## src/rtl/fetch_pc_unit.sv

```systemverilog
// Fetch front end: owns the PC, issues single-beat imem reads, presents {pc_out, instr_out}.
// Optional feature macro: FETCH_MISALIGN_EN (one-cycle pulse on a misaligned redirect target).
module fetch_pc_unit #(
   parameter logic [31:0] RESET_PC = 32'h0000_0000,
   parameter int unsigned PC_STEP  = 4,
   parameter int unsigned TIMEOUT  = 255
) (
   input  logic        clk,
   input  logic        rst,
   input  logic        stall,
   input  logic        redirect,
   input  logic [31:0] redirect_pc,
   output logic        imem_req,
   output logic [31:0] imem_addr,
   input  logic        imem_rvalid,
   input  logic [31:0] imem_rdata,
   output logic        fetch_valid,
   output logic [31:0] pc_out,
   output logic [31:0] instr_out,
   output logic        fetch_timeout,
   output logic        fetch_misalign
);

   localparam logic [31:0] NOP       = 32'h0000_0013;
   localparam logic [31:0] STEP_W    = 32'(PC_STEP);
   localparam logic [7:0]  TIMEOUT_W = 8'(TIMEOUT);

   typedef enum logic [2:0] {
      S_IDLE,
      S_REQ,
      S_WAIT,
      S_PRESENT,
      S_HOLD
   } state_t;

   state_t      state_q, state_d;
   logic [31:0] pc_q, pc_d;
   logic        squash_q, squash_d;
   logic [7:0]  wait_cnt_q, wait_cnt_d;
   logic        imem_req_q, imem_req_d;
   logic [31:0] imem_addr_q, imem_addr_d;
   logic        fetch_valid_q, fetch_valid_d;
   logic [31:0] pc_out_q, pc_out_d;
   logic [31:0] instr_out_q, instr_out_d;
   logic        fetch_timeout_q, fetch_timeout_d;
   logic [31:0] redir_target;

   // Redirect targets are always word-aligned; the low bits only feed the misalign flag.
   assign redir_target = {redirect_pc[31:2], 2'b00};

   always_comb begin
      state_d         = state_q;
      pc_d            = pc_q;
      squash_d        = squash_q;
      wait_cnt_d      = wait_cnt_q;
      fetch_valid_d   = fetch_valid_q;
      pc_out_d        = pc_out_q;
      instr_out_d     = instr_out_q;
      fetch_timeout_d = fetch_timeout_q;

      case (state_q)
         S_IDLE: begin
            if (redirect) begin
               pc_d = redir_target;
            end
            fetch_valid_d = 1'b0;
            state_d       = S_REQ;
         end

         S_REQ: begin
            wait_cnt_d = 8'd0;
            if (redirect) begin
               // The request at the old pc is already out; its response must be dropped.
               pc_d     = redir_target;
               squash_d = 1'b1;
               state_d  = S_REQ;
            end else begin
               state_d = S_WAIT;
            end
         end

         S_WAIT: begin
            wait_cnt_d = (wait_cnt_q == 8'hFF) ? 8'hFF : wait_cnt_q + 8'd1;
            if (wait_cnt_d == TIMEOUT_W) begin
               fetch_timeout_d = 1'b1;
            end
            if (imem_rvalid && (squash_q || redirect)) begin
               squash_d = 1'b0;
               if (redirect) begin
                  pc_d = redir_target;
               end
               state_d = S_REQ;
            end else if (imem_rvalid) begin
               pc_out_d      = pc_q;
               instr_out_d   = imem_rdata;
               fetch_valid_d = 1'b1;
               state_d       = S_PRESENT;
            end else if (redirect) begin
               pc_d     = redir_target;
               squash_d = 1'b1;
            end
         end

         S_PRESENT, S_HOLD: begin
            if (redirect) begin
               pc_d          = redir_target;
               fetch_valid_d = 1'b0;
               state_d       = S_REQ;
            end else if (stall) begin
               state_d = S_HOLD;
            end else begin
               fetch_valid_d = 1'b0;
               pc_d          = pc_q + STEP_W;
               state_d       = S_REQ;
            end
         end

         default: begin
            state_d = S_IDLE;
         end
      endcase

      // Request outputs are registered so they line up with the cycle spent in REQ.
      imem_req_d  = (state_d == S_REQ);
      imem_addr_d = imem_req_d ? pc_d : imem_addr_q;
   end

   always_ff @(posedge clk) begin
      if (rst) begin
         state_q         <= S_IDLE;
         pc_q            <= RESET_PC;
         squash_q        <= 1'b0;
         wait_cnt_q      <= 8'd0;
         imem_req_q      <= 1'b0;
         imem_addr_q     <= 32'h0000_0000;
         fetch_valid_q   <= 1'b0;
         pc_out_q        <= 32'h0000_0000;
         instr_out_q     <= NOP;
         fetch_timeout_q <= 1'b0;
      end else begin
         state_q         <= state_d;
         pc_q            <= pc_d;
         squash_q        <= squash_d;
         wait_cnt_q      <= wait_cnt_d;
         imem_req_q      <= imem_req_d;
         imem_addr_q     <= imem_addr_d;
         fetch_valid_q   <= fetch_valid_d;
         pc_out_q        <= pc_out_d;
         instr_out_q     <= instr_out_d;
         fetch_timeout_q <= fetch_timeout_d;
      end
   end

   assign imem_req      = imem_req_q;
   assign imem_addr     = imem_addr_q;
   assign fetch_valid   = fetch_valid_q;
   assign pc_out        = pc_out_q;
   assign instr_out     = instr_out_q;
   assign fetch_timeout = fetch_timeout_q;

`ifdef FETCH_MISALIGN_EN
   logic fetch_misalign_q, fetch_misalign_d;

   always_comb begin
      fetch_misalign_d = redirect & (|redirect_pc[1:0]);
   end

   always_ff @(posedge clk) begin
      if (rst) begin
         fetch_misalign_q <= 1'b0;
      end else begin
         fetch_misalign_q <= fetch_misalign_d;
      end
   end

   assign fetch_misalign = fetch_misalign_q;
`else
   logic unused_lsb;
   assign unused_lsb     = ^redirect_pc[1:0];
   assign fetch_misalign = 1'b0;
`endif

endmodule

```

## config.mk

```make
export PLATFORM = sky130hd
export DESIGN_NAME = fetch_pc_unit
export DESIGN_NICKNAME = d
export VERILOG_FILES = /design/src/rtl/fetch_pc_unit.sv
export SDC_FILE = /design/constraint.sdc
export NUM_CORES = 1
export LEC_CHECK = 0
export ABC_AREA = 1
export BUFFER_PORTS_ARGS = -buffer_cell sky130_fd_sc_hd__buf_2
export CORE_MARGIN = 3
export CORE_UTILIZATION = 58
export DETAILED_ROUTE_END_ITERATION = 7
export PLACE_DENSITY = 0.93
export SETUP_SLACK_MARGIN = 0.05
export SYNTH_ARGS = -nofsm -noshare
export SYNTH_HDL_FRONTEND = slang
export SYNTH_SLANG_ARGS = --single-unit
```

## constraint.sdc

```tcl
create_clock -name clk -period 2.46 [get_ports clk]
set_input_delay 0.246 -clock clk [delete_from_list [all_inputs] [get_ports clk]]
set_output_delay 0.246 -clock clk [all_outputs]
set_load 0.005 [all_outputs]
```

==> results of run 1 <==
## per-stage QoR
step	power (mW)	hold slack, ps
after detailed placement	3.41	440
after global placement	3.39	433
after global routing	6.33	24.4
after CTS	6.11	17.4
after floorplan	3.09	372
final	6.11	23.8
## cell usage in the layout, fill, tap and decap left out
| cell type | Yosys | routed |
|---|---|---|
| buf_4 | 1 | 14 |
| clkinv_2 | 0 | 1 |
| clkinv_4 | 0 | 1 |
| buf_12 | 0 | 3 |
| o21ai_1 | 6 | 6 |
| nor2_4 | 0 | 1 |
| conb_1 | 1 | 1 |
| inv_6 | 0 | 4 |
| o2111ai_1 | 1 | 1 |
| inv_2 | 3 | 5 |
| bufinv_16 | 0 | 3 |
| nand3_1 | 88 | 88 |
| or2_2 | 1 | 1 |
| o21bai_1 | 3 | 3 |
| clkbuf_16 | 0 | 17 |
| clkinv_1 | 2 | 2 |
| nor2_1 | 248 | 246 |
| buf_2 | 15 | 165 |
| and2_1 | 2 | 2 |
| nor3_1 | 7 | 7 |
| nand4_1 | 20 | 20 |
| nor2_2 | 1 | 2 |
| a21oi_4 | 1 | 1 |
| a211oi_1 | 12 | 12 |
| a21oi_1 | 91 | 91 |
| dfxtp_1 | 143 | 143 |
| inv_1 | 91 | 89 |
| clkinvlp_4 | 0 | 2 |
| a22oi_1 | 1 | 1 |
| clkbuf_8 | 0 | 3 |
| o211ai_1 | 8 | 8 |
| nand2_1 | 205 | 205 |
| ha_1 | 2 | 2 |
| o21ai_0 | 85 | 85 |
## power by group
group	internal, mW	leakage [nW]	switching [mW]	total [mW]
Clock	1.68	0.300	1.03	2.71
Combinational	0.307	2.55	0.513	0.820
Sequential	2.46	1.17	0.118	2.58
Total	4.45	4.02	1.66	6.11
## cell type report
cell class,instances,area share (%)
tap,143,2.11
sequential,143,33.7
inverter,96,4.24
clock buffer,20,5.49
clock inverter,11,1.81
multi-input combinational,783,41.0
timing repair buffer,182,11.7
## kinds of logic (layout without fill, tap and decap cells)
family,Yosys count,after routing,share of synthesized area [%]
flip-flops,143,143,41.2
adder cells (fa/ha/maj),2,2,0.360
AO/OA/AOI/OAI,208,208,16.1
buffers and inverters,156,309,8.76
AND/OR/NAND/NOR,572,572,33.5
other,1,1,0.0540
## Yosys cell counts (all sizes together)
master and n:
o2111ai 1, clkinv 2, nand4 20, nand3 88, buf 20, dfxtp 143, inv 94, and2 2
clkbuf 40, a21oi 92, o211ai 8, nor3 7, nor2 249, ha 2, o21ai 91, conb 1
or2 1, a211oi 12, a22oi 1, nand2 205, o21bai 3
## how the worst max path moves through the flow
stage / startpoint / endpoint / cells past startpoint / slack (ps)
2_1_floorplan: pc_q[3] / imem_addr[14] / 13 / 770
3_3_place_gp: state_q[1] / imem_addr[12] / 10 / 430
3_5_place_dp: state_q[1] / imem_addr[25] / 10 / 380
4_1_cts: state_q[1] / imem_addr[10] / 11 / 320
5_1_grt: state_q[1] / imem_addr[12] / 11 / 100
6_report: state_q[1] / imem_addr[10] / 11 / 300
## routing by layer
layer	vias to the layer above	global-route usage [%]
li1	3772	-
met1	3433	40.8
met2	476	47.8
met3	82	8.84
met4	0	15.3
met5	-	0
## worst register-to-register path: stages, from the launching register on
cell	delay (ps)
dfxtp_1	410
nand3_1	200
inv_2	260
nand2_1	110
o21ai_1	120
inv_2	70
a21oi_4	410
buf_12	220
nor2_1	70
nor2_1	120
nand2_1	70
inv_1	40
## registers in the layout (all words and copies together), names as in the netlist
name,count
squash_q,1
imem_addr,32
pc_out,32
fetch_timeout,1
instr_out,32
state_q,3
pc_q,32
fetch_valid,1
imem_req,1
wait_cnt_q,8
==> results.ini, run 1 <==
[status]
status = complete, no violations

[routing]
vias = 7763
wl_met3_mm = 2.12
wl_per_cell_um = 15.3
wl_met2_mm = 9.51
m1WireLength_mm = 8.64
top_layer_used = met4
ant_nets = 0
vias_per_cell = 5.63
drc = 0
firstDrtPassIters = 5
routed_wl_mm = 21.1
drt_iter0_drc = 1074

[clock_network]
clk_pin_slew_worst_paths_ps = 60
clockBufferDepth = 2
cts_root_buffer = clkbuf_16
ctsResizeCount = 0
htreeDepth = 4
cts_hold_buf = 0
clkSinkCount = 143
clkLatencyLatePin_ps = 430
cts_tree = done
cts_buffers = 17
postCtsSetupBuffers = 0

[critical_path]
critical_path_required_ps = 2830
worst-setup-path-type = flip-flop to flip-flop
r2r_cells = 11
worst-path-max-fanout = 22
cp.arrival_ps = 2530
crit_path_cell_trace = nand3_1 -> inv_2 -> nand2_1 -> o21ai_1 -> inv_2 -> a21oi_4 -> buf_12 -> nor2_1 -> nor2_1 -> nand2_1 -> inv_1
worst_setup_path_end_kind = flip-flop
slowest_delay_ps = 410
worst_path_max_delay_cell = dfxtp_1
rr_startpoint = state_q[1]
cp-start-kind = flip-flop
r2r_slack_ps = 300
reg2reg_to = imem_addr[10]
crit_family = buffers and inverters
crit_buf_inv = 4

[die]
ios = 169
die_area_um2 = 13300
initial_core_util_pct = 60.0
core_um2 = 11600
die_w_um = 115
rows = 39
die_h_um = 115

[finish]
layout-drive-gt1-share_pct = 18.1
final_cell_area_um2 = 8490
nets = 1294
multi_input_area_um2 = 3480
seq_area_um2 = 2860
antenna_cells = 0
fill_cells = 919
fin_cells = 1378
syn_to_final_growth_pct = 22.4
final_core_util_pct = 73.5

[sta]
maxSlewViolCount = 0
rsz0062_at_grt = false
finalCritPeriodShare_pct = 87.9
fin_worst_skew_ps = 13.8
tightest_slew_ps = 730
period_minus_slack_ps = 2160
final-setup-viol-count = 0
max_slew_margin_pct = 51.3
fmax_mhz = 463
fin_setup_tns_ps = 0
worst_slack_ps = 299
finalHoldViolations = 0

[logic_synthesis]
synth-seq-cells = 143
ys_seq_area_share_pct = 41.2
synth_top_area_share_pct = 41.2
synth.distinct_cells = 27
yosysWarningCount = 0
avgSynthCellArea_um2 = 6.42
synthesis.nets = 1153
ys_top_cells_by_area = dfxtp_1 41%, nor2_1 13%, nand2_1 11%
syn_inst = 1082
yosysTopAreaCell = dfxtp_1
syn_area_um2 = 6940

[global_route]
grt_first_pass_wirelength_mm = 33.2
grt_pass1_vias = 7081
grt.total_usage_pct = 31.3
overflow = 0
grt_max_degree = 68
antenna_found_initial = 0

[run]
max-cap-violations = 0

[power]
vdd.ir_drop.worst_v = 0.000521
powerDensity_nw_per_um2 = 719
p_leak_nw = 4.02

[placed_design]
gp_congestion = 0.948
dpl.cell_count = 1347
placed_area_um2 = 7870
hpwl_mm = 14.3
dp_slack_ps = 384
port_buffers = 165

[hold_path]
hold_path.startpoint = imem_rdata[0]
hold_depth = 3
hold_path_end = instr_out[0]
hp-class = input pin to flip-flop

No activity file was read; power rests on OpenSTA's default activity.
==> run 2, diff against run 1 <==
--- a/config.mk
+++ b/config.mk
@@ -9,7 +9,7 @@
 export BUFFER_PORTS_ARGS = -buffer_cell sky130_fd_sc_hd__buf_2
 export CORE_MARGIN = 3
-export CORE_UTILIZATION = 58
+export CORE_UTILIZATION = 45
 export DETAILED_ROUTE_END_ITERATION = 7
-export PLACE_DENSITY = 0.93
+export PLACE_DENSITY = 0.76
 export SETUP_SLACK_MARGIN = 0.05
 export SYNTH_ARGS = -nofsm -noshare
==> constraint.sdc (replaced) <==
create_clock -name clk -period 2.46 [get_ports clk]
set_input_delay 0.123 -clock clk [delete_from_list [all_inputs] [get_ports clk]]
set_output_delay 0.123 -clock clk [all_outputs]
set_load 0.005 [all_outputs]
==> run 2 against run 1 <==
  * Non-clock buffer count rose by 35
  * Clock power fell by 3%
  * Worst setup slack improved by 47 ps
  * Maximum frequency rose by 2.2%
  * First-iteration DRC count fell by 35%
==> results.ini, run 2 (synthesis gave the netlist of run 1 again) <==
[critical_path]
reg2reg_to = imem_addr[28]
cp.arrival_ps = 2460  ; -70 ps
rr_startpoint = pc_q[3]
r2r_cells = 11  ; unchanged
cp-start-kind = flip-flop
worst-path-max-fanout = 5  ; -77%
worst_setup_path_end_kind = flip-flop
critical_path_required_ps = 2800  ; -30 ps
r2r_slack_ps = 350  ; +50 ps
worst-setup-path-type = flip-flop to flip-flop

[sta]
fin_worst_skew_ps = 9.17  ; -4.64 ps
rsz0062_at_grt = false
final-setup-viol-count = 0  ; unchanged
worst_slack_ps = 346  ; +47.1 ps
finalHoldViolations = 0  ; unchanged
fin_setup_tns_ps = 0  ; unchanged
fmax_mhz = 473  ; +2.2%
finalCritPeriodShare_pct = 85.9  ; -1.9 points
tightest_slew_ps = 761  ; +31.2 ps
max_slew_margin_pct = 49.3  ; -2.1 points
period_minus_slack_ps = 2110  ; -47.1 ps
maxSlewViolCount = 0  ; unchanged

[routing]
vias = 7609  ; -2.0%
ant_nets = 0  ; unchanged
drc = 0  ; unchanged
drt_iter0_drc = 695  ; -35%
wl_per_cell_um = 14.5  ; -5.2%
routed_wl_mm = 21.2  ; +0.13%
vias_per_cell = 5.23  ; -7.2%
firstDrtPassIters = 5  ; unchanged

[die]
core_um2 = 14800  ; +28%
initial_core_util_pct = 46.9  ; -13 points
ios = 169  ; unchanged
die_w_um = 130  ; +13%
die_area_um2 = 17000  ; +27%
die_h_um = 130  ; +13%
rows = 44  ; +13%

[finish]
syn_to_final_growth_pct = 27.6
layout-drive-gt1-share_pct = 17.5  ; -0.59 points
final_core_util_pct = 59.8  ; -14 points
nets = 1329  ; +2.7%
final_cell_mix = 246 x nor2_1, 205 x nand2_1, 165 x buf_2
antenna_cells = 0  ; unchanged
final_common_cell = nor2_1

[clock_network]
ctsResizeCount = 0  ; unchanged
cts_root_buffer = clkbuf_16
clk_pin_slew_worst_paths_ps = 60  ; about the same
postCtsSetupBuffers = 0  ; unchanged
cts_hold_buf = 34  ; +34
clockBufferDepth = 2  ; unchanged
cts_buffers = 17  ; unchanged
clkLatencyLatePin_ps = 420  ; about the same
cts_tree = done
htreeDepth = 4  ; unchanged
clkSinkCount = 143  ; unchanged

[hold_path]
hold_depth = 3  ; unchanged
hold_path.startpoint = redirect_pc[7]
hp-class = input pin to flip-flop
hold_path_end = pc_q[7]

[power]
switchingPower_mw = 1.63  ; -1.6%
pwr-share-clk_pct = 43.3  ; -1.0 points
power_frac_seq_pct = 42.7  ; +0.4 points
vdd.ir_drop.worst_v = 0.000572  ; +9.9%
internal_power_mw = 4.41  ; -1.0%
p_sw_share_pct = 27.0  ; -0.12 points
powerDensity_nw_per_um2 = 681  ; -5.2%
p_leak_nw = 4.14  ; +3.1%
p_comb_share_pct = 13.9  ; +0.5 points

[global_route]
grt_pass1_vias = 6922  ; -2.2%
grt_max_degree = 68  ; unchanged
antenna_found_initial = 0  ; unchanged
grt.total_usage_pct = 24.7  ; -6.6 points
overflow = 0  ; unchanged
grt_first_pass_wirelength_mm = 33.7  ; +1.5%

[placed_design]
port_buffers = 165  ; unchanged
hpwl_mm = 14.1  ; -1.6%
gp_congestion = 0.934  ; -1.5%
dp_slack_ps = 409  ; +25.4 ps

[status]
status = complete, no violations

[run]
max-cap-violations = 0  ; unchanged

==> run 2: power by group through the flow <==
stage / Sequential [mW] / Combinational (mW) / Clock [mW]
after floorplan: 2.61 / 0.482 / 0
after global placement: 2.62 / 0.777 / 0
after CTS: 2.58 / 0.832 / 2.66
final: 2.58 / 0.840 / 2.62
after detailed placement: 2.62 / 0.785 / 0
after global routing: 2.60 / 0.943 / 2.76
==> run 2: worst max-delay path, stage by stage, from the launching register on <==
cell and delay, ps:
dfxtp_1 400, ha_1 240, inv_1 70, nor2_1 210, nand3_1 160, nor2_1 380
nand3_1 120, nand2_1 80, nand3_1 60, nand2_1 60, nand2_1 100, a21oi_1 150
==> run 2: layout make-up <==
class	count	area (um^2)
multi-input combinational	783	3480
tap	184	230
sequential	143	2860
inverter	96	360
timing repair buffer	217	1330
fill	1364	5950
clock inverter	12	160
clock buffer	20	437
==> run 2: worst max path at each step <==
stage / depth (start not counted) / to / start
after global routing: 11 / imem_addr[28] / pc_q[3]
after floorplan: 13 / imem_addr[14] / pc_q[3]
final: 11 / imem_addr[28] / pc_q[3]
after CTS: 11 / imem_addr[28] / pc_q[3]
after global placement: 10 / imem_addr[28] / pc_q[3]
after detailed placement: 11 / imem_addr[28] / pc_q[3]
==> run 2: stage by stage <==
step / instance area (um^2) / instances / total power, mW / hold slack [ps]
2_1_floorplan: 6940 / 1082 / 3.09 / 249
4_1_cts: 8860 / 1455 / 6.07 / 41.9
3_5_place_dp: 7920 / 1389 / 3.41 / 341
3_3_place_gp: 7920 / 1389 / 3.40 / 334
6_report: 8860 / 1455 / 6.04 / 64.5
5_1_grt: 8860 / 1455 / 6.30 / 103
==> run 2: routing by layer <==
layer | vias to the layer above | track usage [%] | part of all wire [%]
met4 | 0 | 8.80 | 2.3
met5 | - | 0 | 0
met1 | 3450 | 33.4 | 45
met2 | 270 | 38.2 | 45
li1 | 3851 | - | -
met3 | 38 | 6.51 | 7.3
==> run 3, diff against run 2 <==
- ABC_AREA: 1 -> not set
- GPL_TIMING_DRIVEN: not set -> 1
- PLACE_DENSITY: 0.76 -> 0.77
==> run 3 against run 2 <==
  * Sequential power is 2% lower
  * Worst setup slack worse by 160 ps
  * Via count is 6.0% lower
  * Register-to-register slack worse by 160 ps
  * Synthesized cell count is 24% lower
  * Clock power is 3% higher
  * Flip-flop and latch count stayed put
  * Final area is 1.5% lower
  * Clock skew hardly changed
  * Sequential share of layout area is 0.50 points higher
  * Critical endpoint is now imem_addr[30]
  * Largest cell class unchanged
  * Highest routed layer unchanged
==> results.ini, run 3 <==
[critical_path]
cp.arrival_ps = 2570  ; +110 ps
crit_buf_inv = 0  ; -1
crit_path_cell_trace = ha_1 -> nand4_2 -> or4_4 -> o31a_2 -> o21ai_2 -> a311oi_2
worst-path-max-fanout = 8  ; +3
crit_family = simple AND/OR/NAND/NOR gates
worst-setup-path-type = flip-flop to flip-flop
slowest_delay_ps = 640  ; +240 ps
critical_path_required_ps = 2760  ; -40 ps
cp-start-kind = flip-flop
worst_path_max_delay_cell = or4_4
worst_setup_path_end_kind = flip-flop

[clock_network]
htreeDepth = 4  ; unchanged
postCtsSetupBuffers = 0  ; unchanged
clk_pin_slew_worst_paths_ps = 60  ; about the same
cts_buffers = 17  ; unchanged
clockBufferDepth = 2  ; unchanged
cts_tree = done
clkSinkCount = 143  ; unchanged
clkLatencyLatePin_ps = 430  ; about the same
cts_root_buffer = clkbuf_16

[die]
ios = 169  ; unchanged
initial_core_util_pct = 46.8  ; -0.069 points
core_um2 = 14100  ; -4.8%
rows = 43  ; -2.3%
die_w_um = 127  ; -2.4%
die_area_um2 = 16200  ; -4.7%
die_h_um = 127  ; -2.4%

[sta]
final-setup-viol-count = 0  ; unchanged
finalCritPeriodShare_pct = 92.4  ; +6.4 points
fmax_mhz = 440  ; -7.0%
max_slew_margin_pct = 59.6  ; +10 points
maxSlewViolCount = 0  ; unchanged
period_minus_slack_ps = 2270  ; +159 ps
rsz0062_at_grt = false
tightest_slew_ps = 603  ; -158 ps
worst_slack_ps = 187  ; -159 ps
fin_worst_skew_ps = 8.79  ; -0.380 ps
timing.hold.ws_ps = 15.9  ; -48.6 ps
fin_setup_tns_ps = 0  ; unchanged
finalHoldViolations = 0  ; unchanged

[power]
powerDensity_nw_per_um2 = 681  ; about the same
p_leak_nw = 3.56  ; -14%
totalPowerFinal_mw = 5.95  ; -1.5%
vdd.ir_drop.worst_v = 0.000555  ; -3.0%

[logic_synthesis]
ys_top_cells_by_area = dfxtp_1 43%, nand2_1 9.0%, a21oi_1 8.0%
synth.top_cells.by_count = 158 x nand2_1, 143 x dfxtp_1, 106 x a21oi_1
syn_inst = 821  ; -24%
synth_top_area_share_pct = 43.4  ; +2.2 points
synth_edf_count = 0  ; unchanged
synth_ff_type = dfxtp_1
synthesis.nets = 892  ; -23%
async_flop_share_pct = 0  ; unchanged
yosysWarningCount = 0  ; unchanged
avgSynthCellArea_um2 = 8.04  ; +25%
ys_seq_area_share_pct = 43.4  ; +2.2 points
syn_area_um2 = 6600  ; -5.0%
synth.distinct_cells = 86  ; +220%
yosysTopAreaCell = dfxtp_1
synth-seq-cells = 143  ; unchanged
synthMostInstantiatedCell = nand2_1

[routing]
wl_per_cell_um = 17.9  ; +23%
drc = 0  ; unchanged
vias = 7150  ; -6.0%
ant_nets = 0  ; unchanged
drt_iter0_drc = 699  ; +0.58%
firstDrtPassIters = 5  ; unchanged
vias_per_cell = 5.88  ; +12%
routed_wl_mm = 21.8  ; +3.1%

[finish]
syn_to_final_growth_pct = 32.3
nets = 1094  ; -18%
fill_cells = 1231  ; -9.8%
final_cell_mix = 164 x buf_2, 158 x nand2_1, 142 x dfxtp_1
fin_cells = 1217  ; -16%
final_common_cell = buf_2
layout-drive-gt1-share_pct = 26.4  ; +8.9 points

[placed_design]
gp_congestion = 0.988  ; +5.8%
dp_slack_ps = 218  ; -191 ps
port_buffers = 165  ; unchanged
hpwl_mm = 15.2  ; +7.8%
dpl.cell_count = 1149  ; -17%

[status]
status = complete, no violations

[global_route]
grt_max_degree = 51  ; -25%
antenna_found_initial = 3  ; +3
grt_first_pass_wirelength_mm = 34.0  ; +0.84%
grt_pass1_vias = 6665  ; -3.7%
grt.total_usage_pct = 26.4  ; +1.7 points
overflow = 0  ; unchanged

[run]
max-cap-violations = 0  ; unchanged

[hold_path]
hp-class = input pin to flip-flop

-- run 3: cell types whose count changed after synthesis, sizes merged, moves of 14 or more --
cell / previous run / this run
o22ai: 0 / 14
nor2: 249 / 52
nand2: 205 / 159
a21oi: 92 / 106
buf: 20 / 34
inv: 94 / 10
nand3: 88 / 29
o21ai: 91 / 35
-- run 3: layout make-up --
type                    count  area [um^2]  area share, %
flip-flops and latches    143         2860           32.8
diodes                      3         7.51         0.0860
repair buffers            248         1550           17.8
clock inverters            10          163           1.86
multi-input cells         602         3420           39.2
inverters                  11         41.3          0.473
well taps                 180          225           2.58
clock buffers              20          457           5.23
-- run 3: final timing paths --
path | start | end | slack, ps | depth (start not counted)
max reg2reg | pc_q[3] | imem_addr[30] | 190 | 6
min reg2reg | instr_out[25] | instr_out[25] | 450 | 2
max | pc_q[3] | imem_addr[30] | 190 | 6
min | redirect_pc[2] | pc_q[2] | 20 | 2
-- run 3: stage by stage --
step	area [um^2]	utilization [%]
6_report	8730	61.9
5_1_grt	8730	61.9
4_1_cts	8710	61.8
3_5_place_dp	7740	54.9
3_3_place_gp	7740	54.9
2_1_floorplan	6600	-
-- run 3: power breakdown --
part	switching (mW)	leakage (nW)	total [mW]	internal, mW
logic	0.408	2.10	0.718	0.310
clock network	0.975	0.298	2.71	1.74
registers	0.0921	1.17	2.52	2.42
total	1.48	3.56	5.95	4.47
-- run 3: layer usage --
metal  share of wire (%)  wire length, um  track usage, %
met5                   0                0               0
met3                 8.7             1910            6.48
met2                  47            10300            42.7
met4                 3.8              827            13.9
met1                  40             8760            32.5
-- run 3: repair_timing --
item	in CTS	in global routing
setup endpoints to repair	0	4
hold buffers	35	0
resized for setup	0	2
hold endpoints to repair	36	0
-- run 3: logic make-up (layout without fill, tap and decap cells) --
kind of cell | Yosys count | after routing | synth area share [%]
adders and majority gates | 3 | 3 | 0.531
other | 1 | 4 | 0.0568
DFF | 143 | 143 | 43.4
and+or+nand+nor | 339 | 339 | 25.3
AOI/OAI and AO/OA | 256 | 256 | 25.3
buffers and inverters | 76 | 289 | 5.01
muxes | 2 | 2 | 0.303
xor gates and xnor gates | 1 | 1 | 0.133
